<file path="src/rtl/ysyx_22040759_gpr_wb.sv">
// GPR write-back arbiter (LSU over EXU, one registered write per cycle) and
// pending-register scoreboard. Define YSYX_22040759_WB_PERF_EN to add the stall_cnt/wb_cnt counters.
module ysyx_22040759_gpr_wb #(
  parameter int XLEN = 32,
  parameter int NREG = 32
) (
  input  logic            clk,
  input  logic            rst_n,
  input  logic            iss_valid,
  output logic            iss_ready,
  input  logic            iss_wen,
  input  logic [4:0]      iss_rd,
  input  logic [4:0]      iss_rs1,
  input  logic [4:0]      iss_rs2,
  input  logic            exu_valid,
  output logic            exu_ready,
  input  logic [4:0]      exu_rd,
  input  logic [XLEN-1:0] exu_data,
  input  logic            lsu_valid,
  output logic            lsu_ready,
  input  logic [4:0]      lsu_rd,
  input  logic [XLEN-1:0] lsu_data,
  output logic            gpr_wen,
  output logic [4:0]      gpr_waddr,
  output logic [XLEN-1:0] gpr_wdata,
  output logic            wb_err
`ifdef YSYX_22040759_WB_PERF_EN
  ,
  output logic [31:0]     stall_cnt,
  output logic [31:0]     wb_cnt
`endif
);

  logic [NREG-1:0] r_pending;
  logic [NREG-1:0] w_pending_nxt;
  logic            w_acc;
  logic [4:0]      w_acc_rd;
  logic [XLEN-1:0] w_acc_data;
  logic            w_wr;
  logic            w_hazard;
  logic            w_iss_set;

  assign lsu_ready  = 1'b1;
  assign exu_ready  = !lsu_valid;
  assign w_acc      = lsu_valid || exu_valid;
  assign w_acc_rd   = lsu_valid ? lsu_rd   : exu_rd;
  assign w_acc_data = lsu_valid ? lsu_data : exu_data;
  assign w_wr       = w_acc && (w_acc_rd != 5'd0);

  assign w_hazard = ((iss_rs1 != 5'd0) && r_pending[iss_rs1]) ||
                    ((iss_rs2 != 5'd0) && r_pending[iss_rs2]) ||
                    (iss_wen && (iss_rd != 5'd0) && r_pending[iss_rd]);
  assign iss_ready = !w_hazard;
  assign w_iss_set = iss_valid && iss_ready && iss_wen && (iss_rd != 5'd0);

  // Clear applied before set so a same-register collision leaves the bit pending.
  always_comb begin
    w_pending_nxt = r_pending;
    if (gpr_wen) w_pending_nxt[gpr_waddr] = 1'b0;
    if (w_iss_set) w_pending_nxt[iss_rd] = 1'b1;
    w_pending_nxt[0] = 1'b0;
  end

  always_ff @(posedge clk or negedge rst_n) begin
    if (!rst_n) begin
      r_pending <= '0;
      gpr_wen   <= 1'b0;
      gpr_waddr <= '0;
      gpr_wdata <= '0;
      wb_err    <= 1'b0;
    end else begin
      r_pending <= w_pending_nxt;
      gpr_wen   <= w_wr;
      if (w_wr) begin
        gpr_waddr <= w_acc_rd;
        gpr_wdata <= w_acc_data;
      end
      if (w_wr && !r_pending[w_acc_rd]) wb_err <= 1'b1;
    end
  end

`ifdef YSYX_22040759_WB_PERF_EN
  always_ff @(posedge clk or negedge rst_n) begin
    if (!rst_n) begin
      stall_cnt <= '0;
      wb_cnt    <= '0;
    end else begin
      if (iss_valid && !iss_ready) stall_cnt <= stall_cnt + 32'd1;
      if (gpr_wen) wb_cnt <= wb_cnt + 32'd1;
    end
  end
`endif

endmodule

</file>
<file path="config.mk">
export PLATFORM = sky130hd
export DESIGN_NAME = ysyx_22040759_gpr_wb
export DESIGN_NICKNAME = d
export VERILOG_FILES = /design/src/rtl/ysyx_22040759_gpr_wb.sv
export SDC_FILE = /design/constraint.sdc
export NUM_CORES = 1
export LEC_CHECK = 0
export CORE_MARGIN = 3
export CORE_UTILIZATION = 48
export CTS_CLUSTER_DIAMETER = 120
export DETAILED_ROUTE_END_ITERATION = 10
export HOLD_SLACK_MARGIN = 0.02
export PLACE_DENSITY_LB_ADDON = 0.12
export SLEW_MARGIN = 20
export SYNTH_ARGS = -nofsm -noshare
export SYNTH_HDL_FRONTEND = slang
export SYNTH_SLANG_ARGS = --single-unit
</file>
<file path="constraint.sdc">
create_clock -name clk -period 2.8 [get_ports clk]
set_input_delay 0.42 -clock clk [delete_from_list [all_inputs] [get_ports clk]]
set_output_delay 0.42 -clock clk [all_outputs]
set_load 0.01 [all_outputs]
</file>
==> results of run 1 <==
## critical path, delay by kind of cell, from the launching register on
kind	cells	cell delay, ns
compound gates	2	0.26
simple gates	2	0.20
mux	2	0.94
flops	1	0.44
buf+inv	1	0.14
## synthesized netlist by cell type, types with 5 or more instances
library cell	n	area share (%)
inv_1	6	0.51
buf_1	6	0.51
mux2_2	10	2.5
o21ai_0	68	7.7
nand3b_1	9	1.5
o22ai_1	5	0.70
mux2i_1	61	14
dfrtp_1	70	39
mux4_2	11	5.6
nand2_1	49	4.1
nor3_1	5	0.56
nand3_1	8	0.90
nor2b_1	9	1.3
o41ai_1	28	5.5
clkbuf_1	18	1.5
nor2_1	8	0.68
## power by group through the flow
stage | Sequential (mW) | Clock, mW | Combinational (mW)
2_1_floorplan | 1.54 | 0 | 0.943
3_3_place_gp | 1.60 | 0 | 1.83
3_5_place_dp | 1.62 | 0 | 1.88
4_1_cts | 1.60 | 0.861 | 1.89
5_1_grt | 1.64 | 0.906 | 2.06
6_report | 1.63 | 0.846 | 1.93
## stage by stage
| stage | power, mW | hold slack (ns) | TNS [ns] |
|---|---|---|---|
| floorplan | 2.49 | 0.124 | 0 |
| global placement | 3.43 | 0.459 | -10.57 |
| detailed placement | 3.49 | 0.471 | -13.35 |
| CTS | 4.35 | 0.137 | 0 |
| global route | 4.61 | 0.168 | -0.0418 |
| finish | 4.40 | 0.119 | 0 |
## cell type report
type	count	area, sq um
Multi-Input combinational cell	324	2540
Fill cell	639	2350
Timing Repair Buffer	199	1840
Sequential cell	70	1750
Clock buffer	10	138
Tap cell	108	135
Clock inverter	6	70.1
Inverter	6	22.5
## state kept, by name (all words and copies together), names as in the netlist
name / flops
gpr_waddr: 5
r_pending: 31
gpr_wdata: 32
gpr_wen: 1
wb_err: 1
## final timing paths
path / end / cells past startpoint
hold reg to reg: gpr_wdata[16] / 2
setup reg to reg: r_pending[15] / 7
setup / recovery: iss_ready / 7
min in group clk: gpr_wdata[16] / 2
hold / removal: gpr_wdata[24] / 1
max in group asynchronous: r_pending[21] / 2
## cell families (layout without fill, tap and decap cells)
group,count (synthesis),after routing,synth area share (%)
AOI/OAI and AO/OA,131,131,19.8
other,1,1,0.0843
DFF,70,70,39.4
and+or+nand+nor,105,105,12.1
buffers and inverters,39,221,4.16
muxes,87,87,24.5
## repair_timing
action,4_1_cts,5_1_grt
resized for setup,16,6
endpoints found under the setup margin,26,4
pin swaps,0,2
## per-layer routing
metal,wire length (um),share of wire (%),GRT usage (%)
met2,7080,48,46.2
met1,5640,38,36.9
met5,0,0,0
met4,422,2.9,10.7
met3,1590,11,8.81
==> impl_metrics.env, run 1 <==
export IMPL_status="completed"
export IMPL_overflow=0
export IMPL_synth_seq_area_share_pct=39.4
export IMPL_rows=34
export IMPL_wl_um=14700
export IMPL_grt_max_degree=64
export IMPL_antenna_found_initial=0
export IMPL_placed_area_sq_mm=0.00627
export IMPL_timing_rr_start="r_pending[26]"
export IMPL_die_w_um=102
export IMPL_worst_path_max_delay_cell="mux4_2"
export IMPL_pwr_share_clk_pct=19.2
export IMPL_slew_violations=0
export IMPL_path_cells="mux4_2 -> mux4_2 -> nor2_1 -> a311o_2 -> nand3_4 -> a21oi_2 -> buf_2"
export IMPL_synth_area_per_cell_sq_um=10.3
export IMPL_place_ws_ns=-0.724
export IMPL_ys_async_sr_fraction_pct=100
export IMPL_ys_ff_latch=70
export IMPL_peakVddDrop_mv=0.483
export IMPL_reg2reg_slack_ns=0.12
export IMPL_initial_utilization_pct=50.3
export IMPL_slew_headroom_pct=48.9
export IMPL_worst_slew_pin_transition_ns=0.767
export IMPL_start_kind="flip-flop"
export IMPL_fin_crit_ns=2.76
export IMPL_die_area_sq_mm=0.0105
export IMPL_rsz0062_at_grt="true"
export IMPL_clock_sinks=70
export IMPL_instances_no_fill=723
export IMPL_internal_power_mw=2.76
export IMPL_fmax_ghz=0.362
export IMPL_syn_area_sq_mm=0.00445
export IMPL_fin_crit_sh_pct=98.7
export IMPL_hold_class="primary input to asynchronous set/reset pin"
export IMPL_cp_startpoint="r_pending[26]"
export IMPL_critPathMaxStageDelay_ns=0.49
export IMPL_hpwl_um=11200
export IMPL_drive_above_1_share_pct=20.2
export IMPL_drt_iter0_markers=309
export IMPL_combPwrFrac_pct=43.8
export IMPL_critPathCaptureType="output pin"
export IMPL_yosys_most_used_dff="dfrtp_1"
export IMPL_ant_nets=0
export IMPL_power_density_mw_per_mm2=677
export IMPL_finalHoldViolCount=0
export IMPL_vias=4458
export IMPL_portBuffers=135
export IMPL_drc=0
export IMPL_worstPathArrival_ns=2.34
export IMPL_clockBufferDepth=2
export IMPL_cellLeakagePower_nw=2.70
export IMPL_path_max_fanout=3
export IMPL_setup_viol=0
export IMPL_maxCapViolations=0
export IMPL_cpMostUsedCell="mux4_2"
export IMPL_grt_usage_pct=28.8
export IMPL_syn_inst=433
export IMPL_clock_root_buffer="clkbuf_8"
export IMPL_final_area_sq_mm=0.00650
export IMPL_clkTransAtPathRegs_ns=0.09
export IMPL_fin_util_pct=73.4
export IMPL_dp_cells=707
export IMPL_grt_pass1_vias=4405
export IMPL_postLayoutSetupSlackWorst_ns=0.0353
export IMPL_final_cell_mix="126 x clkdlybuf4s50_1, 70 x dfrtp_1, 68 x o21ai_0"
export IMPL_postCtsHoldBufs=0
export IMPL_crit_type="flip-flop to output pin"
export IMPL_cts_max_level=3
export IMPL_cts_setup_buffers=0
export IMPL_synthesis_nets=528
export IMPL_diodes=0
export IMPL_cts_buffers=9
export IMPL_fin_skew_ns=0.0143
export IMPL_cts_tree="built"
export IMPL_p_seq_share_pct=36.9
export IMPL_core_area_sq_mm=0.00885
export IMPL_final_common_cell="clkdlybuf4s50_1"
export IMPL_p_sw_mw=1.64
export IMPL_die_y_um=102
export IMPL_fin_nets=705
export IMPL_gp_congestion=1.00
export IMPL_synthDistinctLibCells=45
export IMPL_via_per_inst=6.17
export IMPL_required_ns=2.38
export IMPL_clock_latency_ns=0.36
export IMPL_grt_pass1_wl_um=22700
export IMPL_synth_edf_count=0
export IMPL_swShare_pct=37.2
export IMPL_firstDrtPassIters=5
export IMPL_io_pins=137
export IMPL_areaGrowthSynthToFinish_pct=46.1
export IMPL_wl_per_cell_um=20.4
export IMPL_yosysWarnings=0
Note: power is estimated with default switching activity, not from simulation.
==> inputs of run 2 (changes only) <==
MAX_ROUTING_LAYER = met4   (was unset)
==> impl_metrics.env, run 2 (synthesis gave the netlist of run 1 again) <==
export IMPL_largest_register_ffs=32
export IMPL_clock_latency_ns=0.35
export IMPL_critPathCaptureType="output pin"
export IMPL_path_max_fanout=3
export IMPL_fmax_ghz=0.361
export IMPL_wl_um=16100
export IMPL_hold_class="primary input to asynchronous set/reset pin"
export IMPL_timing_rr_start="r_pending[16]"
export IMPL_hpwl_um=11400
export IMPL_peakVddDrop_mv=0.506
export IMPL_grt_pass1_wl_um=23700
export IMPL_reg_largest_list="gpr_wdata: 32 flops, r_pending: 31 flops, gpr_waddr: 5 flops"
export IMPL_die_area_sq_mm=0.0105
export IMPL_power_density_mw_per_mm2=691
export IMPL_cts_tree="built"
export IMPL_top_register="gpr_wdata"
export IMPL_die_w_um=102
export IMPL_areaGrowthSynthToFinish_pct=57.0
export IMPL_fin_crit_sh_pct=98.9
export IMPL_clockBufferDepth=2
export IMPL_fin_util_pct=78.9
export IMPL_drive_above_1_share_pct=28.1
export IMPL_drc=0
export IMPL_rsz0062_at_grt="true"
export IMPL_rows=34
export IMPL_crit_buf_inv=1
export IMPL_cts_buffers=9
export IMPL_portBuffers=135
export IMPL_crit_type="flip-flop to output pin"
export IMPL_slew_headroom_pct=49.4
export IMPL_worst_path_max_delay_cell="mux4_2"
export IMPL_grt_max_degree=64
export IMPL_critPathMaxStageDelay_ns=0.49
export IMPL_finalHoldViolCount=0
export IMPL_crit_family="multiplexers"
export IMPL_gp_congestion=1.05
export IMPL_diodes=0
export IMPL_postCtsHoldBufs=0
export IMPL_slew_violations=0
export IMPL_fin_crit_ns=2.77
export IMPL_power_mw=4.83
export IMPL_status="completed"
export IMPL_cellLeakagePower_nw=3.04
export IMPL_overflow=0
export IMPL_vias=4656
export IMPL_start_kind="flip-flop"
export IMPL_grt_pass1_vias=4539
export IMPL_io_pins=137
export IMPL_cpMostUsedCell="mux4_2"
export IMPL_reg2reg_slack_ns=0.07
export IMPL_reg2reg_depth=14
export IMPL_fin_nets=726
export IMPL_fin_skew_ns=0.00367
export IMPL_worst_slew_pin_transition_ns=0.757
export IMPL_maxCapViolations=0
export IMPL_core_area_sq_mm=0.00885
export IMPL_wl_per_cell_um=21.7
export IMPL_path_cells="mux4_2 -> mux4_2 -> nor2_1 -> a311o_2 -> nand3_4 -> a21oi_2 -> buf_2"
export IMPL_final_common_cell="clkdlybuf4s50_1"
export IMPL_ant_nets=0
export IMPL_fill_cells=551
export IMPL_clock_sinks=70
export IMPL_setup_viol=0
export IMPL_r2r_end="r_pending[19]"
export IMPL_die_y_um=102
export IMPL_cts_max_level=3
export IMPL_firstDrtPassIters=5
export IMPL_final_cell_mix="121 x clkdlybuf4s50_1, 74 x buf_4, 68 x o21ai_0"
export IMPL_clkTransAtPathRegs_ns=0.08
export IMPL_required_ns=2.38
export IMPL_via_per_inst=6.26
export IMPL_grt_usage_pct=31.0
export IMPL_worstPathArrival_ns=2.35
export IMPL_clock_root_buffer="clkbuf_8"
export IMPL_drt_iter0_markers=422
export IMPL_initial_utilization_pct=50.3
export IMPL_antenna_found_initial=0
## run 2: layer usage
metal | wire length, um | global-route usage (%)
met1 | 5910 | 38.6
met2 | 7940 | 49.1
met3 | 1740 | 7.30
met4 | 552 | 11.8
met5 | 0 | -
## run 2: worst max-delay path by stage
stage / to / startpoint / slack, ns / depth (start not counted)
after floorplan: iss_ready / iss_rs1[0] / 0.18 / 7
after global placement: iss_ready / iss_rs2[1] / -0.68 / 8
after CTS: r_pending[16] / r_pending[16] / -0.006 / 15
after global routing: iss_ready / r_pending[26] / -0.04 / 7
after detailed placement: iss_ready / iss_rs2[1] / -0.77 / 8
final: iss_ready / r_pending[26] / 0.03 / 7
## run 2: area by class of cell
type | count | area (sq um) | area share [%]
Clock buffer | 10 | 138 | 1.97
Clock inverter | 6 | 43.8 | 0.627
Inverter | 6 | 22.5 | 0.323
Tap cell | 108 | 135 | 1.94
Timing Repair Buffer | 220 | 2080 | 29.8
Sequential cell | 70 | 1760 | 25.3
Multi-Input combinational cell | 324 | 2800 | 40.1
## run 2: what timing repair did
item	in CTS	in global routing
gates cloned	4	0
gates resized for setup	44	41
buffers inserted	9	9
pin swaps	3	6
setup endpoints to repair	32	32
## run 2: worst register-to-register path: stages, from the launching register on
cell	delay, ns
dfrtp_1	0.41
buf_6	0.15
mux2i_4	0.15
o22ai_2	0.08
or3_1	0.32
a22oi_2	0.19
buf_4	0.14
buf_4	0.09
buf_4	0.09
buf_4	0.09
buf_4	0.09
buf_4	0.11
nand3_4	0.15
buf_8	0.20
o41ai_4	0.36
## run 2: where the power goes
| part | switching [mW] | total, mW | leakage [nW] | internal (mW) |
|---|---|---|---|---|
| registers | 0.286 | 1.59 | 0.834 | 1.30 |
| logic | 1.17 | 2.47 | 2.11 | 1.31 |
| clock network | 0.415 | 0.765 | 0.0930 | 0.350 |
## run 2: stage by stage
stage / cell area [sq um] / std cells / hold slack, ns / worst slack (ns) / TNS (ns)
detailed placement: 6250 / 707 / 0.469 / -0.771 / -14.24
floorplan: 4450 / 433 / 0.124 / 0.180 / 0
global route: 6980 / 744 / 0.121 / -0.0402 / -0.0402
global placement: 6250 / 707 / 0.461 / -0.677 / -10.93
CTS: 6710 / 736 / 0.0971 / -0.00554 / -0.00842
finish: 6980 / 744 / 0.0813 / 0.0316 / 0
==> inputs of run 3 (changes only) <==
ABC_CLOCK_PERIOD_IN_PS = 2800   (was unset)
==> results of run 3 <==
The final DEF is identical to that of run 2; final timing and power are the same.
